File: src/rtl/lda_result_tx.sv
// Frames the six LDA results (sign/exponent/mantissa) into a 32-byte stream:
// header, 5 bytes per result, then an XOR checksum of the payload, on a valid/ready byte link.
module lda_result_tx #(
    parameter logic [7:0] HDR_BYTE = 8'hA5,
    parameter int         NUM_RES  = 6,
    parameter int         MANT_W   = 24,
    parameter int         EXP_W    = 8
) (
    input  logic                      clk_i,
    input  logic                      rst_i,
    input  logic                      res_valid_i,
    output logic                      res_ready_o,
    input  logic [NUM_RES-1:0]        res_sign_i,
    input  logic [EXP_W*NUM_RES-1:0]  res_exp_i,
    input  logic [MANT_W*NUM_RES-1:0] res_mant_i,
    output logic [7:0]                tx_data_o,
    output logic                      tx_valid_o,
    input  logic                      tx_ready_i,
    output logic                      tx_last_o,
    output logic                      busy_o,
    output logic                      drop_o
);

    localparam int         FRAME_LEN = 2 + 5 * NUM_RES;
    localparam logic [4:0] IDX_LAST  = 5'(FRAME_LEN - 1);

    typedef enum logic {IDLE = 1'b0, SEND = 1'b1} state_t;

    state_t                    state_q, state_d;
    logic [NUM_RES-1:0]        sign_q, sign_d;
    logic [EXP_W*NUM_RES-1:0]  exp_q, exp_d;
    logic [MANT_W*NUM_RES-1:0] mant_q, mant_d;
    logic [4:0]                idx_q, idx_d;
    logic [2:0]                res_q, res_d;
    logic [2:0]                fld_q, fld_d;
    logic [7:0]                chk_q, chk_d;
    logic [7:0]                tx_data_q, tx_data_d;
    logic                      tx_valid_q, tx_valid_d;
    logic                      tx_last_q, tx_last_d;
    logic                      drop_q, drop_d;
    logic                      accept_s;

    function automatic logic [7:0] chk_fold(input logic [7:0] acc, input logic [7:0] b);
        return acc ^ b;
    endfunction

    // Field f of result r from the shadow bank: {7'b0,sign}, exp, mant MSB..LSB.
    function automatic logic [7:0] field_byte(
        input logic [NUM_RES-1:0]        s,
        input logic [EXP_W*NUM_RES-1:0]  e,
        input logic [MANT_W*NUM_RES-1:0] m,
        input logic [2:0]                r,
        input logic [2:0]                f
    );
        logic              sb;
        logic [EXP_W-1:0]  eb;
        logic [MANT_W-1:0] mb;
        logic [7:0]        b;
        sb = 1'b0;
        eb = '0;
        mb = '0;
        for (int i = 0; i < NUM_RES; i++) begin
            if (r == 3'(i)) begin
                sb = s[i];
                eb = e[EXP_W*i +: EXP_W];
                mb = m[MANT_W*i +: MANT_W];
            end else begin
                sb = sb;
            end
        end
        case (f)
            3'd0:    b = {7'b0000000, sb};
            3'd1:    b = eb[7:0];
            3'd2:    b = mb[23:16];
            3'd3:    b = mb[15:8];
            3'd4:    b = mb[7:0];
            default: b = 8'h00;
        endcase
        return b;
    endfunction

    assign accept_s    = tx_valid_q & tx_ready_i;
    assign res_ready_o = (state_q == IDLE);
    assign busy_o      = (state_q == SEND);
    assign tx_data_o   = tx_data_q;
    assign tx_valid_o  = tx_valid_q;
    assign tx_last_o   = tx_last_q;
    assign drop_o      = drop_q;

    // State and datapath registers with synchronous reset.
    always_ff @(posedge clk_i) begin
        if (rst_i) begin
            state_q    <= IDLE;
            sign_q     <= '0;
            exp_q      <= '0;
            mant_q     <= '0;
            idx_q      <= 5'd0;
            res_q      <= 3'd0;
            fld_q      <= 3'd0;
            chk_q      <= 8'h00;
            tx_data_q  <= 8'h00;
            tx_valid_q <= 1'b0;
            tx_last_q  <= 1'b0;
            drop_q     <= 1'b0;
        end else begin
            state_q    <= state_d;
            sign_q     <= sign_d;
            exp_q      <= exp_d;
            mant_q     <= mant_d;
            idx_q      <= idx_d;
            res_q      <= res_d;
            fld_q      <= fld_d;
            chk_q      <= chk_d;
            tx_data_q  <= tx_data_d;
            tx_valid_q <= tx_valid_d;
            tx_last_q  <= tx_last_d;
            drop_q     <= drop_d;
        end
    end

    // Next-state logic.
    always_comb begin
        state_d = state_q;
        case (state_q)
            IDLE: begin
                if (res_valid_i) state_d = SEND;
                else             state_d = IDLE;
            end
            SEND: begin
                if (accept_s && (idx_q == IDX_LAST)) state_d = IDLE;
                else                                 state_d = SEND;
            end
            default: state_d = IDLE;
        endcase
    end

    // Capture, byte sequencing and checksum accumulation.
    always_comb begin
        sign_d     = sign_q;
        exp_d      = exp_q;
        mant_d     = mant_q;
        idx_d      = idx_q;
        res_d      = res_q;
        fld_d      = fld_q;
        chk_d      = chk_q;
        tx_data_d  = tx_data_q;
        tx_valid_d = tx_valid_q;
        tx_last_d  = tx_last_q;
        drop_d     = 1'b0;
        case (state_q)
            IDLE: begin
                if (res_valid_i) begin
                    sign_d     = res_sign_i;
                    exp_d      = res_exp_i;
                    mant_d     = res_mant_i;
                    idx_d      = 5'd0;
                    res_d      = 3'd0;
                    fld_d      = 3'd0;
                    chk_d      = 8'h00;
                    tx_data_d  = HDR_BYTE;
                    tx_valid_d = 1'b1;
                    tx_last_d  = 1'b0;
                end else begin
                    tx_valid_d = 1'b0;
                    tx_last_d  = 1'b0;
                end
            end
            SEND: begin
                drop_d = res_valid_i;
                if (accept_s && (idx_q == IDX_LAST)) begin
                    idx_d      = 5'd0;
                    tx_valid_d = 1'b0;
                    tx_last_d  = 1'b0;
                end else if (accept_s) begin
                    idx_d = idx_q + 5'd1;
                    // The header is not part of the checksum.
                    if (idx_q == 5'd0) begin
                        chk_d = chk_q;
                        res_d = 3'd0;
                        fld_d = 3'd0;
                    end else if (fld_q == 3'd4) begin
                        chk_d = chk_fold(chk_q, tx_data_q);
                        res_d = res_q + 3'd1;
                        fld_d = 3'd0;
                    end else begin
                        chk_d = chk_fold(chk_q, tx_data_q);
                        res_d = res_q;
                        fld_d = fld_q + 3'd1;
                    end
                    if (idx_q == IDX_LAST - 5'd1) begin
                        tx_data_d = chk_d;
                        tx_last_d = 1'b1;
                    end else begin
                        tx_data_d = field_byte(sign_q, exp_q, mant_q, res_d, fld_d);
                        tx_last_d = 1'b0;
                    end
                end else begin
                    idx_d = idx_q;
                end
            end
            default: begin
                tx_valid_d = 1'b0;
                tx_last_d  = 1'b0;
            end
        endcase
    end

endmodule
File: config.mk
export PLATFORM = sky130hd
export DESIGN_NAME = lda_result_tx
export DESIGN_NICKNAME = d
export VERILOG_FILES = /design/src/rtl/lda_result_tx.sv
export SDC_FILE = /design/constraint.sdc
export NUM_CORES = 1
export LEC_CHECK = 0
export BUFFER_PORTS_ARGS = -buffer_cell sky130_fd_sc_hd__clkbuf_2
export CELL_PAD_IN_SITES_DETAIL_PLACEMENT = 0
export CELL_PAD_IN_SITES_GLOBAL_PLACEMENT = 1
export CORE_MARGIN = 3
export CORE_UTILIZATION = 42
export DETAILED_ROUTE_END_ITERATION = 10
export GPL_ROUTABILITY_DRIVEN = 0
export HOLD_SLACK_MARGIN = 0.1
export PLACE_DENSITY_LB_ADDON = 0.1
export SYNTH_ARGS = -nofsm -noshare
export SYNTH_HDL_FRONTEND = slang
export SYNTH_SLANG_ARGS = --single-unit
File: constraint.sdc
create_clock -name clk_i -period 8 [get_ports clk_i]
set_input_delay 1.2 -clock clk_i [delete_from_list [all_inputs] [get_ports clk_i]]
set_output_delay 1.2 -clock clk_i [all_outputs]
set_load 0.05 [all_outputs]
==> impl_metrics.toml <==
[job]
drv_cap = 0

[yosys]
synthesis.area_per_instance_sq_um = 7.59
synth-seq-area-share = 0.457
mappedNetlistArea_sq_um = 10000
postSynthCellCount = 1321
post-synth-top-area-cell = "sky130_fd_sc_hd__dfxtp_1"
ys_seq_elements = 229
synth-async-reset-ratio = 0
mappedNetlistNets = 1530
synth_cell_type_count = 65
count_of_synthesis_stage_warnings_from_yosys = 0
synth_top_area_share = 0.457
synth_area_leaders = "sky130_fd_sc_hd__dfxtp_1 (46%), sky130_fd_sc_hd__nand2_1 (16%), sky130_fd_sc_hd__a21oi_1 (12%)"
synth-edff-count = 0
postSynth.topFlopCell = "sky130_fd_sc_hd__dfxtp_1"

[route]
drt-pass1-iter-count = 5
drc = 0
detail-route-antenna-nets = 0
wire_per_inst_um = 19.2
detail_route.wirelength_mm = 34.6
drt_iter0_markers = 726
vias = 9871
viasPerCell = 5.48

[timing]
rsz0062_at_grt = "no"
max-slew-margin-rel = 0.266
aggregate_negative_setup_slack_ns = 0
fmax_mhz = 264
finalMaxSlewViolations = 0
post-route-period-util = 0.474
worst_clock_skew_ns = 0.0110
period_minus_slack_ns = 3.79
finalHoldViolCount = 0
setup_viol_count_final = 0
worst-slew-pin-transition_ns = 1.10

[finish]
antennaDiodeCount = 0
final_cell_area_sq_um = 12000
fraction_of_layout_cells_with_a_size_suffix_above_1 = 0.191
leading_cell_type_in_the_layout_fill_and_taps_excluded = "sky130_fd_sc_hd__nand2_1"
layout.core_utilization = 0.520
mostFrequentLayoutCells = "sky130_fd_sc_hd__nand2_1 (422), sky130_fd_sc_hd__a21oi_1 (241), sky130_fd_sc_hd__dfxtp_1 (229)"
nets = 1679
synthToLayoutAreaGrowth_pct = 19.6

[global_routing]
grt_first_pass_wirelength_mm = 52.2
globalRoute.totalOverflow = 0
initial_antenna_violation_count = 0
pin_count_of_the_biggest_net_entering_global_routing = 138
globalRouteMet2Util = 0.431
met1_layer_usage_reported_by_global_route = 0.335
first_global_vias = 9323
grt_use_met3 = 0.0359
grt_most_used_layer = "met2"
gr_util_all_layers = 0.256

[critical_path]
crit_slowest_cell = "sky130_fd_sc_hd__and3_1"
r2r.worst_path.cells = 9
crit_buf_inv = 1
ordered_cell_list_for_the_critical_path = "inv_1, ha_1, and2_1, o31ai_1, and3_1, a22oi_1, a21o_1, and4_1, a21oi_1"
worst_r2r_endpoint = "tx_data_o[2]"
critical_path.max_fanout = 27
worst_setup_path_startpoint = "fld_q[0]"
cpLargestDelayFamily = "simple AND/OR/NAND/NOR gates"
max_stage_delay_ns = 0.99
endpoint_kind = "flip-flop"
regToRegSetupSlack_ns = 4.21
cp.required_ns = 8.46
timing.critical_path.to = "tx_data_o[2]"
path_class = "reg2reg"
timing.critical_path.from_type = "flip-flop"
worst_r2r_start = "fld_q[0]"
critical_path_arrival_ns = 4.25
path_depth = 9

[floorplanning]
initial_utilization = 0.435
floorplan_core_area_sq_um = 23100
floorplan.die.width_um = 160
row_count = 55
die_area_sq_um = 25800
io_pins = 215
dieHeight_um = 160

[clocking]
clock_tree.buffer_depth = 3
clk_latency_ns = 0.53
cts_made_buffers = 25
cts_max_level = 1
clkTransAtPathRegs_ns = 0.06
tritoncts = "yes"
cts_resized = 0
root_buf_cell = "sky130_fd_sc_hd__clkbuf_16"
cts.hold.buffers_added = 0
cts.sinks = 229
post_cts.repair.setup_buffers = 0

[placed_design]
detailed_placer_s_ending_hpwl_mm = 25.1
port_buffers = 214
placedInstanceArea_sq_um = 11200

[power_and_ir_drop]
pwr_density_cell_nw_per_um2 = 218
max-vdd-ir-drop_v = 0.000112
p_leak_nw = 4.65

[status]
outcome = "finished clean"

[min_path]
min-delay-path-class = "reg2reg"
==> worst min-delay path by stage <==
stage | from | endpoint | slack (ns) | cells past startpoint
after floorplan | exp_q[43] | exp_q[43] | 0.43 | 2
after global placement | mant_q[126] | mant_q[126] | 0.44 | 2
after detailed placement | mant_q[136] | mant_q[136] | 0.45 | 2
after CTS | mant_q[136] | mant_q[136] | 0.45 | 2
after global routing | exp_q[42] | exp_q[42] | 0.47 | 2
final | mant_q[25] | mant_q[25] | 0.45 | 2
==> per-layer routing <==
metal,vias to the layer above,wire length [um]
li1,4860,-
met1,4595,14700
met2,344,16600
met3,72,2040
met4,0,1190
met5,-,0
==> worst reg2reg max path: stages, from the launching register on <==
cell and delay, ns:
sky130_fd_sc_hd__dfxtp_1 0.42, sky130_fd_sc_hd__inv_1 0.09, sky130_fd_sc_hd__ha_1 0.35, sky130_fd_sc_hd__and2_1 0.28, sky130_fd_sc_hd__o31ai_1 0.78, sky130_fd_sc_hd__and3_1 0.99, sky130_fd_sc_hd__a22oi_1 0.23, sky130_fd_sc_hd__a21o_1 0.27
sky130_fd_sc_hd__and4_1 0.19, sky130_fd_sc_hd__a21oi_1 0.13
==> cells by family after synthesis <==
kind of cell / Yosys count / share of synthesized area
flip-flops: 229 / 0.457
buffers and inverters: 108 / 0.0428
AND/OR/NAND/NOR: 538 / 0.219
XOR/XNOR: 11 / 0.00961
multiplexers: 10 / 0.0109
AO/OA/AOI/OAI: 418 / 0.251
adder cells (fa/ha/maj): 7 / 0.00874
==> final cells by class <==
cell class | instances | area, sq um
sequential | 229 | 4580
inverter | 6 | 22.5
clock buffer | 36 | 727
tap | 313 | 392
fill | 2388 | 11100
clock inverter | 10 | 81.3
multi-input combinational | 984 | 5030
timing repair buffer | 224 | 1150
==> metrics by stage <==
stage | std cells | hold WS [ns] | total power [mW] | worst slack (ns)
after floorplan | 1321 | 0.433 | 1.40 | 5.34
after global placement | 1756 | 0.442 | 1.50 | 4.27
after detailed placement | 1756 | 0.446 | 1.51 | 4.26
after CTS | 1802 | 0.455 | 2.63 | 4.26
after global routing | 1802 | 0.467 | 2.71 | 3.97
final | 1802 | 0.453 | 2.61 | 4.21
==> cell usage after synthesis, types with 2 or more instances <==
| cell type | instances |
|---|---|
| sky130_fd_sc_hd__o21ba_2 | 2 |
| sky130_fd_sc_hd__o2bb2ai_1 | 20 |
| sky130_fd_sc_hd__buf_1 | 5 |
| sky130_fd_sc_hd__a21boi_0 | 2 |
| sky130_fd_sc_hd__a31oi_1 | 5 |
| sky130_fd_sc_hd__clkbuf_1 | 88 |
| sky130_fd_sc_hd__and3b_1 | 3 |
| sky130_fd_sc_hd__o21a_1 | 3 |
| sky130_fd_sc_hd__a21oi_1 | 241 |
| sky130_fd_sc_hd__nand2_1 | 423 |
| sky130_fd_sc_hd__nand3_1 | 5 |
| sky130_fd_sc_hd__mux2_2 | 7 |
| sky130_fd_sc_hd__nor3_1 | 6 |
| sky130_fd_sc_hd__buf_6 | 2 |
| sky130_fd_sc_hd__xor2_1 | 10 |
| sky130_fd_sc_hd__nor3b_1 | 4 |
| sky130_fd_sc_hd__a22o_1 | 11 |
| sky130_fd_sc_hd__o221ai_1 | 13 |
| sky130_fd_sc_hd__nand4b_1 | 2 |
| sky130_fd_sc_hd__dfxtp_1 | 229 |
| sky130_fd_sc_hd__o21ai_1 | 4 |
| sky130_fd_sc_hd__a221oi_1 | 3 |
| sky130_fd_sc_hd__a211oi_1 | 2 |
| sky130_fd_sc_hd__o22ai_1 | 3 |
| sky130_fd_sc_hd__inv_1 | 5 |
| sky130_fd_sc_hd__and4_1 | 2 |
| sky130_fd_sc_hd__nor2b_1 | 3 |
| sky130_fd_sc_hd__a22oi_1 | 34 |
| sky130_fd_sc_hd__nor2_1 | 57 |
| sky130_fd_sc_hd__a222oi_1 | 3 |
| sky130_fd_sc_hd__a2bb2oi_1 | 6 |
| sky130_fd_sc_hd__and3_1 | 4 |
| sky130_fd_sc_hd__or2_2 | 2 |
| sky130_fd_sc_hd__or3_1 | 11 |
| sky130_fd_sc_hd__buf_2 | 7 |
| sky130_fd_sc_hd__mux2i_1 | 3 |
| sky130_fd_sc_hd__o21ai_0 | 41 |
| sky130_fd_sc_hd__o211ai_1 | 6 |
| sky130_fd_sc_hd__a21o_1 | 2 |
| sky130_fd_sc_hd__ha_1 | 7 |
| sky130_fd_sc_hd__nand4_1 | 5 |
| sky130_fd_sc_hd__nor4_1 | 2 |
| sky130_fd_sc_hd__o31ai_1 | 6 |
==> power breakdown <==
part	switching [mW]	internal (mW)
sequential	0.0411	1.20
clock	0.465	0.663
combinational	0.149	0.0903
==> sequential cells by signal (all words and copies together), names as in the netlist, 3 cells and up <==
register	flops
res_q	3
fld_q	3
mant_q	144
exp_q	48
tx_data_o	8
idx_q	5
sign_q	6
chk_q	8
No activity file was read; power rests on OpenSTA's default activity.
